File: src/rtl/axis_pkg.sv
// ----------------------------------------------------------------------------
// axis_pkg: shared arbiter state encoding and stream defaults (rev 1.0)
// ----------------------------------------------------------------------------
`default_nettype none

package axis_pkg;

  typedef enum logic [0:0] {
    ST_IDLE  = 1'b0,
    ST_GRANT = 1'b1
  } arb_state_t;

  localparam int DEFAULT_DW = 8;

endpackage

`default_nettype wire

File: src/rtl/axis_rr_arbiter_rr_pick.sv
// ----------------------------------------------------------------------------
// rr_pick: combinational round-robin picker, first requester after last_idx (rev 1.0)
// ----------------------------------------------------------------------------
`default_nettype none

module rr_pick #(
  parameter int N   = 4,
  parameter int IDW = $clog2(N)
) (
  input  logic [N-1:0]   req,
  input  logic [IDW-1:0] last_idx,
  output logic           any,
  output logic [IDW-1:0] idx
);

  logic [IDW:0] pos;

  // Walk the ring backwards so the nearest requester after last_idx wins.
  always_comb begin
    any = 1'b0;
    idx = '0;
    pos = '0;
    for (int k = N; k >= 1; k--) begin
      pos = {1'b0, last_idx} + (IDW+1)'(k);
      if (pos >= (IDW+1)'(N)) begin
        pos = pos - (IDW+1)'(N);
      end
      if (req[pos[IDW-1:0]]) begin
        any = 1'b1;
        idx = pos[IDW-1:0];
      end
    end
  end

endmodule

`default_nettype wire

File: src/rtl/axis_rr_arbiter.sv
// ----------------------------------------------------------------------------
// axis_rr_arbiter: packet-level round-robin AXI-Stream N:1 arbiter (rev 1.0)
// ----------------------------------------------------------------------------
`default_nettype none

module axis_rr_arbiter
  import axis_pkg::*;
#(
  parameter int N         = 4,
  parameter int DW        = DEFAULT_DW,
  parameter int MAX_BEATS = 16
) (
  input  logic          clk,
  input  logic          rst,
  input  logic [N-1:0]    s_tvalid,
  input  logic [N*DW-1:0] s_tdata,
  input  logic [N-1:0]    s_tlast,
  output logic [N-1:0]    s_tready,
  output logic            m_tvalid,
  output logic [DW-1:0]   m_tdata,
  output logic            m_tlast,
  input  logic            m_tready,
  output logic [N-1:0]    grant,
  output logic            busy,
  output logic            overlen_err
);

  localparam int IDW = $clog2(N);
  localparam int CW  = $clog2(MAX_BEATS + 1);

  arb_state_t     state;
  logic [IDW-1:0] grant_idx;
  logic [IDW-1:0] last_idx;
  logic [CW-1:0]  beat_cnt;

  logic           pick_any;
  logic [IDW-1:0] pick_idx;
  logic           in_grant;
  logic           at_limit;
  logic           beat_ok;

  rr_pick #(
    .N   (N),
    .IDW (IDW)
  ) u_rr_pick (
    .req      (s_tvalid),
    .last_idx (last_idx),
    .any      (pick_any),
    .idx      (pick_idx)
  );

  // Pure pass-through of the granted source; nothing is buffered here.
  always_comb begin
    in_grant = (state == ST_GRANT);
    at_limit = (beat_cnt == CW'(MAX_BEATS - 1));
    m_tvalid = in_grant & s_tvalid[grant_idx];
    m_tlast  = in_grant & (s_tlast[grant_idx] | at_limit);
    m_tdata  = '0;
    s_tready = '0;
    grant    = '0;
    for (int i = 0; i < N; i++) begin
      if (in_grant && (grant_idx == IDW'(i))) begin
        m_tdata     = s_tdata[i*DW +: DW];
        s_tready[i] = m_tready;
        grant[i]    = 1'b1;
      end
    end
    busy    = in_grant;
    beat_ok = m_tvalid & m_tready;
  end

  always_ff @(posedge clk) begin
    if (rst) begin
      state       <= ST_IDLE;
      grant_idx   <= '0;
      last_idx    <= IDW'(N - 1);
      beat_cnt    <= '0;
      overlen_err <= 1'b0;
    end else begin
      overlen_err <= 1'b0;
      case (state)
        ST_IDLE: begin
          if (pick_any) begin
            grant_idx <= pick_idx;
            beat_cnt  <= '0;
            state     <= ST_GRANT;
          end
        end
        ST_GRANT: begin
          if (beat_ok) begin
            if (m_tlast) begin
              state       <= ST_IDLE;
              last_idx    <= grant_idx;
              beat_cnt    <= '0;
              overlen_err <= ~s_tlast[grant_idx];
            end else begin
              beat_cnt <= beat_cnt + 1'b1;
            end
          end
        end
        default: state <= ST_IDLE;
      endcase
    end
  end

endmodule

`default_nettype wire

File: config.mk
export PLATFORM = sky130hd
export DESIGN_NAME = axis_rr_arbiter
export DESIGN_NICKNAME = d
export VERILOG_FILES = /design/src/rtl/axis_pkg.sv /design/src/rtl/axis_rr_arbiter_rr_pick.sv /design/src/rtl/axis_rr_arbiter.sv
export SDC_FILE = /design/constraint.sdc
export NUM_CORES = 1
export LEC_CHECK = 0
export BUFFER_PORTS_ARGS = -buffer_cell sky130_fd_sc_hd__buf_4
export CORE_MARGIN = 2
export CORE_UTILIZATION = 45
export CTS_BUF_LIST = sky130_fd_sc_hd__clkbuf_16
export CTS_CLUSTER_SIZE = 40
export DETAILED_ROUTE_END_ITERATION = 16
export GPL_TIMING_DRIVEN = 0
export PLACE_DENSITY = 0.95
export SLEW_MARGIN = 25
export SYNTH_ARGS = -nofsm -noshare
export SYNTH_HDL_FRONTEND = slang
export SYNTH_HIERARCHICAL = 1
export SYNTH_SLANG_ARGS = --single-unit
export TNS_END_PERCENT = 1
File: constraint.sdc
create_clock -name clk -period 5.4 [get_ports clk]
set_input_delay 0.81 -clock clk [delete_from_list [all_inputs] [get_ports clk]]
set_output_delay 0.81 -clock clk [all_outputs]
set_load 0.02 [all_outputs]
After elaboration in Yosys (flattened, before gate mapping) --
Index checks and enable logic that the tools add are counted.
Word-level totals: bits of input ports 43, register bits 11
Operators by class: bitwise gates (word level) 8, add/subtract/negate cells 9, reduce and logical (&&, ||, !) cells 9, magnitude comparators 9, mux-type cells 44, equal/unequal tests 6
Operators by type and width (count):
- $mux W8 | 4
- $mux W1 | 21
- $mux W2 | 8
- $lt A2 B3 Y1 const B | 5
- $mux W5 | 3
- $bmux W1 S2 | 6
- $ge A3 B3 Y1 const B | 4
- $pmux W5 S2 | 1
- $sub A2 B1 Y2 const B | 4
- $add A2 B2 Y3 const B | 2
- $add A5 B1 Y5 const B | 1
- $eq A5 B4 Y1 const B | 1
- $eq A2 B2 Y1 const B | 2
- $logic_and A1 B1 Y1 | 4
- $not A1 Y1 | 4
- $reduce_and A2 Y1 | 2
- $reduce_or A4 Y1 | 1
- $add A2 B1 Y3 const B | 1
- $add A2 B3 Y3 const B | 1
- $and A1 B1 Y1 | 3
- $reduce_and A3 Y1 | 1
- $eq A2 B1 Y1 const B | 1
- $logic_not A2 Y1 | 1
- $ne A2 B1 Y1 const B | 1
- 3 further kinds | 3

Longest topological paths before layout --
word-level depth 11, depth in mapped cells 6, gate-level depth less buffers 6

Cells and area by module --
Netlist, hierarchy kept.
By module, submodules not included:
- axis_rr_arbiter | times used 1, cells each 91, area an instance 874.6 µm²
- rr_pick | times used 1, cells each 14, area an instance 91.3 µm²

Worst setup path before layout --
OpenSTA, ideal clock, no wires.
path type input to output, start point input port s_tlast[3], end point output port m_tlast, data required time 4.590 ns, slack 2.914 ns, cell stages on the path 3, path buffers 0, data arrival time 1.676 ns, cells stage by stage mux4_2 -> nor2_1 -> nor2b_1
Between the ends: word-level cells in the longest chain between the ends 4
Ends and longest elaborated chain:
- start, declared | line axis_rr_arbiter.sv:17 | input logic [N-1:0] s_tlast,
- $bmux W1 S2 | line axis_rr_arbiter.sv:57 | m_tlast = in_grant & (s_tlast[grant_idx] | at_limit);
- $mux W1 (not written as such) | line axis_rr_arbiter.sv:57
- $or A1 B1 Y1 | line axis_rr_arbiter.sv:57
- $and A1 B1 Y1 | line axis_rr_arbiter.sv:57
- end, declared | line axis_rr_arbiter.sv:21 | output logic m_tlast,
Every way passes these cells. The select of a mux whose other input is x is not followed.

Worst setup path in the final report --
start point register grant_idx[0], end point output port m_tdata[4]
Between the ends: word-level cells in the longest chain between the ends 6, elaborated cells between the ends (all ways) 12, those cells by class eq/ne (3); mux (4); reduce/logical (5)
Ends and longest elaborated chain:
- start, declared | line axis_rr_arbiter.sv:32 | logic [IDW-1:0] grant_idx;
- start signal, assigned | line axis_rr_arbiter.sv:84 | grant_idx <= pick_idx;
- $logic_not A2 Y1 | line axis_rr_arbiter.sv:62 | if (in_grant && (grant_idx == IDW'(i))) begin
- $logic_and A1 B1 Y1 | line axis_rr_arbiter.sv:62
- $mux W8 (3 in series) | line axis_rr_arbiter.sv:62
- $mux W8 (*) | line axis_rr_arbiter.sv:62
- end, declared | line axis_rr_arbiter.sv:20 | output logic [DW-1:0] m_tdata,
Every way passes the cells marked *; elsewhere a longest branch is shown, timed or not.

==> impl_metrics.toml <==
[sta]
relSlewSlack = 0.6529
final_hold_viol_count = 0
setup-tns-final_ns = 0
drv_slew = 0
rsz0062_at_grt = "false"
min_period_ns = 2.867
timing.final.ws_setup_ns = 2.533
tightest_slew_ns = 0.5206
finalSetupViolCount = 0
finClkSkew_ns = 0.001637
fmax_ghz = 0.3488
period_share = 0.5310
holdWs_ns = 0.4916

[die]
dieArea_mm2 = 0.002533
die_width_um = 50.33
core.rowCount = 16
die_height_um = 50.33
io_pins = 63
start_util = 0.4825
coreArea_mm2 = 0.002002

[logic_synthesis]
synth_compound_area_frac = 0.09974
yosys.area.top_type = "mux4_2"
seq_area_frac_synth = 0.2280
ys_warn_count = 6
yosysTopAreaCellShare = 0.2332
synth_nets = 150
synthMuxAreaShare = 0.2642
synthDistinctLibCells = 29
synth-simple-area-share = 0.3238
syn_avg_cell_area_um2 = 9.199
synthTopCellsByArea = "mux4_2 (23%), dfxtp_1 (23%), and2_1 (6.5%), and3_1 (3.9%), nand3b_1 (3.9%)"
synth_fa_ha_area_frac = 0.02591
synth_top_family_by_area = "simple AND/OR/NAND/NOR gates"
netlist_instances = 105
synthesis.area_um2 = 965.9
synth_seq_cells = 11
synth_xor_area_frac = 0

[detailed_routing]
drt-pass1-iter-count = 4
antenna_left = 0
viasPerCell = 5.702
drt_iter0_drc = 56
vias = 1129
wl_um = 3304
wl_per_cell_um = 16.69
drc_errors = 0

[cells_and_area]
fillers = 125
syn_to_final_growth_pct = 59.84
post-route-util = 0.7713
drive_above_1_share = 0.4737
antennaDiodeCount = 0
fin_nets = 217
final_cell_mix = "buf_4 (62), dfxtp_1 (11), mux4_2 (10), and2_1 (10), nor2_1 (10)"
final_common_cell = "buf_4"
final_area_mm2 = 0.001544

[pwr]
internal_power_w = 0.0002410
pwr-share-clk = 0.400
power.switching_w = 0.00008786
ir_worst_vdd_v = 0.0003293
combPwrFrac = 0.333
power.density_mw_per_mm2 = 213.0
leakage_nw = 0.7049
p_seq_frac = 0.267
swShare = 0.2672

[place]
hpwl_um = 2537
placed_area_mm2 = 0.001465
portBuffers = 62
post-place-ws_ns = 2.613
place_congestion = 0.8228

[min_path]
hold_path.class = "reg -> reg"

[cts]
path_clk_slew_ns = 0.04
cts_inserted_buffers = 3
insertion_delay_ns = 0.23
cts_sinks = 11
htreeDepth = 1
post_cts_buffers = 0
hold_buffers = 0
cts_root_buf = "clkbuf_16"
cts_buffer_depth = 2
ctsResizeCount = 0
cts_tree = "done"

[setup_path]
worstSetupPathType = "reg -> out"
required_ns = 4.59
start_kind = "register"
arrival_ns = 2.06
cp_max_fo = 10
crit_path_end_kind = "output port"

[status]
run_status = "finished clean"

[grt]
gr-total-overflow = 0
antenna_found_initial = 0
grt_pass1_wl_um = 5043
grt_pass1_vias = 1058
grt_start_max_net_pins = 12
track_usage = 0.2674

[run]
max_cap_viol_count = 0
cell usage after synthesis, drive strengths merged:
| cell type | instances |
|---|---|
| nand4 | 1 |
| a21oi | 6 |
| a31oi | 2 |
| nor2 | 10 |
| nand4b | 1 |
| clkbuf | 5 |
| or3 | 1 |
| a211o | 2 |
| nor3 | 4 |
| inv | 4 |
| and2b | 1 |
| nand3 | 3 |
| o21ai | 2 |
| o221ai | 1 |
| and2 | 11 |
| nor2b | 2 |
| mux4 | 10 |
| nand2b | 3 |
| o211ai | 1 |
| ha | 2 |
| dfxtp | 11 |
| nor4b | 1 |
| nand3b | 5 |
| nand2 | 5 |
| and3 | 6 |
| buf | 2 |
| mux2i | 3 |
flip-flops by register name, indices dropped and copies added (netlist names):
signal	cells
overlen_err	1
grant_idx	2
beat_cnt	5
busy	1
last_idx	2
layout make-up:
class,instances,area (µm²),share of cell area
multi-input cells,83,689.4,0.4465
repair buffers,62,465.4,0.3015
flip-flops and latches,11,220.2,0.1426
clock buffers,3,75.07,0.04862
plain buffers,7,41.29,0.02674
well taps,27,33.78,0.02188
inverters,4,15.01,0.009724
clock inverters,1,3.754,0.002431
layer usage:
layer / GRT usage / vias up / wire length (µm)
met2: 0.4759 / 71 / 1659
met1: 0.3004 / 525 / 1243
met4: 0.09459 / 0 / 85
li1: - / 521 / -
met5: 0 / - / 0
met3: 0.08036 / 12 / 316
power by group through the flow:
stage,logic [W],clock network (W),registers [W]
after global routing,0.000116,0.000141,0.0000880
final,0.000110,0.000132,0.0000878
after detailed placement,0.000109,0,0.0000889
after CTS,0.000109,0.000133,0.0000876
after floorplan,0.0000593,0,0.0000888
after global placement,0.000105,0,0.0000886
critical path, stage by stage (launching register included):
cell      delay [ns]
dfxtp_1         0.33
buf_6           0.15
clkbuf_1        0.43
mux4_2          0.58
and2_1          0.18
buf_4           0.15
final timing paths:
| path | slack (ns) | endpoint | depth (start not counted) | from |
|---|---|---|---|---|
| min reg2reg | 0.49 | beat_cnt[0] | 2 | beat_cnt[0] |
| max reg2reg | 3.45 | beat_cnt[4] | 6 | grant_idx[1] |
| min | 0.49 | beat_cnt[0] | 2 | beat_cnt[0] |
| max | 2.53 | m_tdata[4] | 5 | grant_idx[0] |
metrics by stage:
| step | total power, W | std cells |
|---|---|---|
| floorplan | 0.0001481 | 105 |
| global placement | 0.0001938 | 194 |
| detailed placement | 0.0001975 | 194 |
| CTS | 0.0003297 | 198 |
| global route | 0.0003449 | 198 |
| finish | 0.0003288 | 198 |
kinds of logic after synthesis:
logic type / count (synthesis)
AOI/OAI and AO/OA: 14
adders and majority gates: 2
buffers and inverters: 11
DFF: 11
muxes: 13
and+or+nand+nor: 54
No activity file was read; power rests on OpenSTA's default activity.
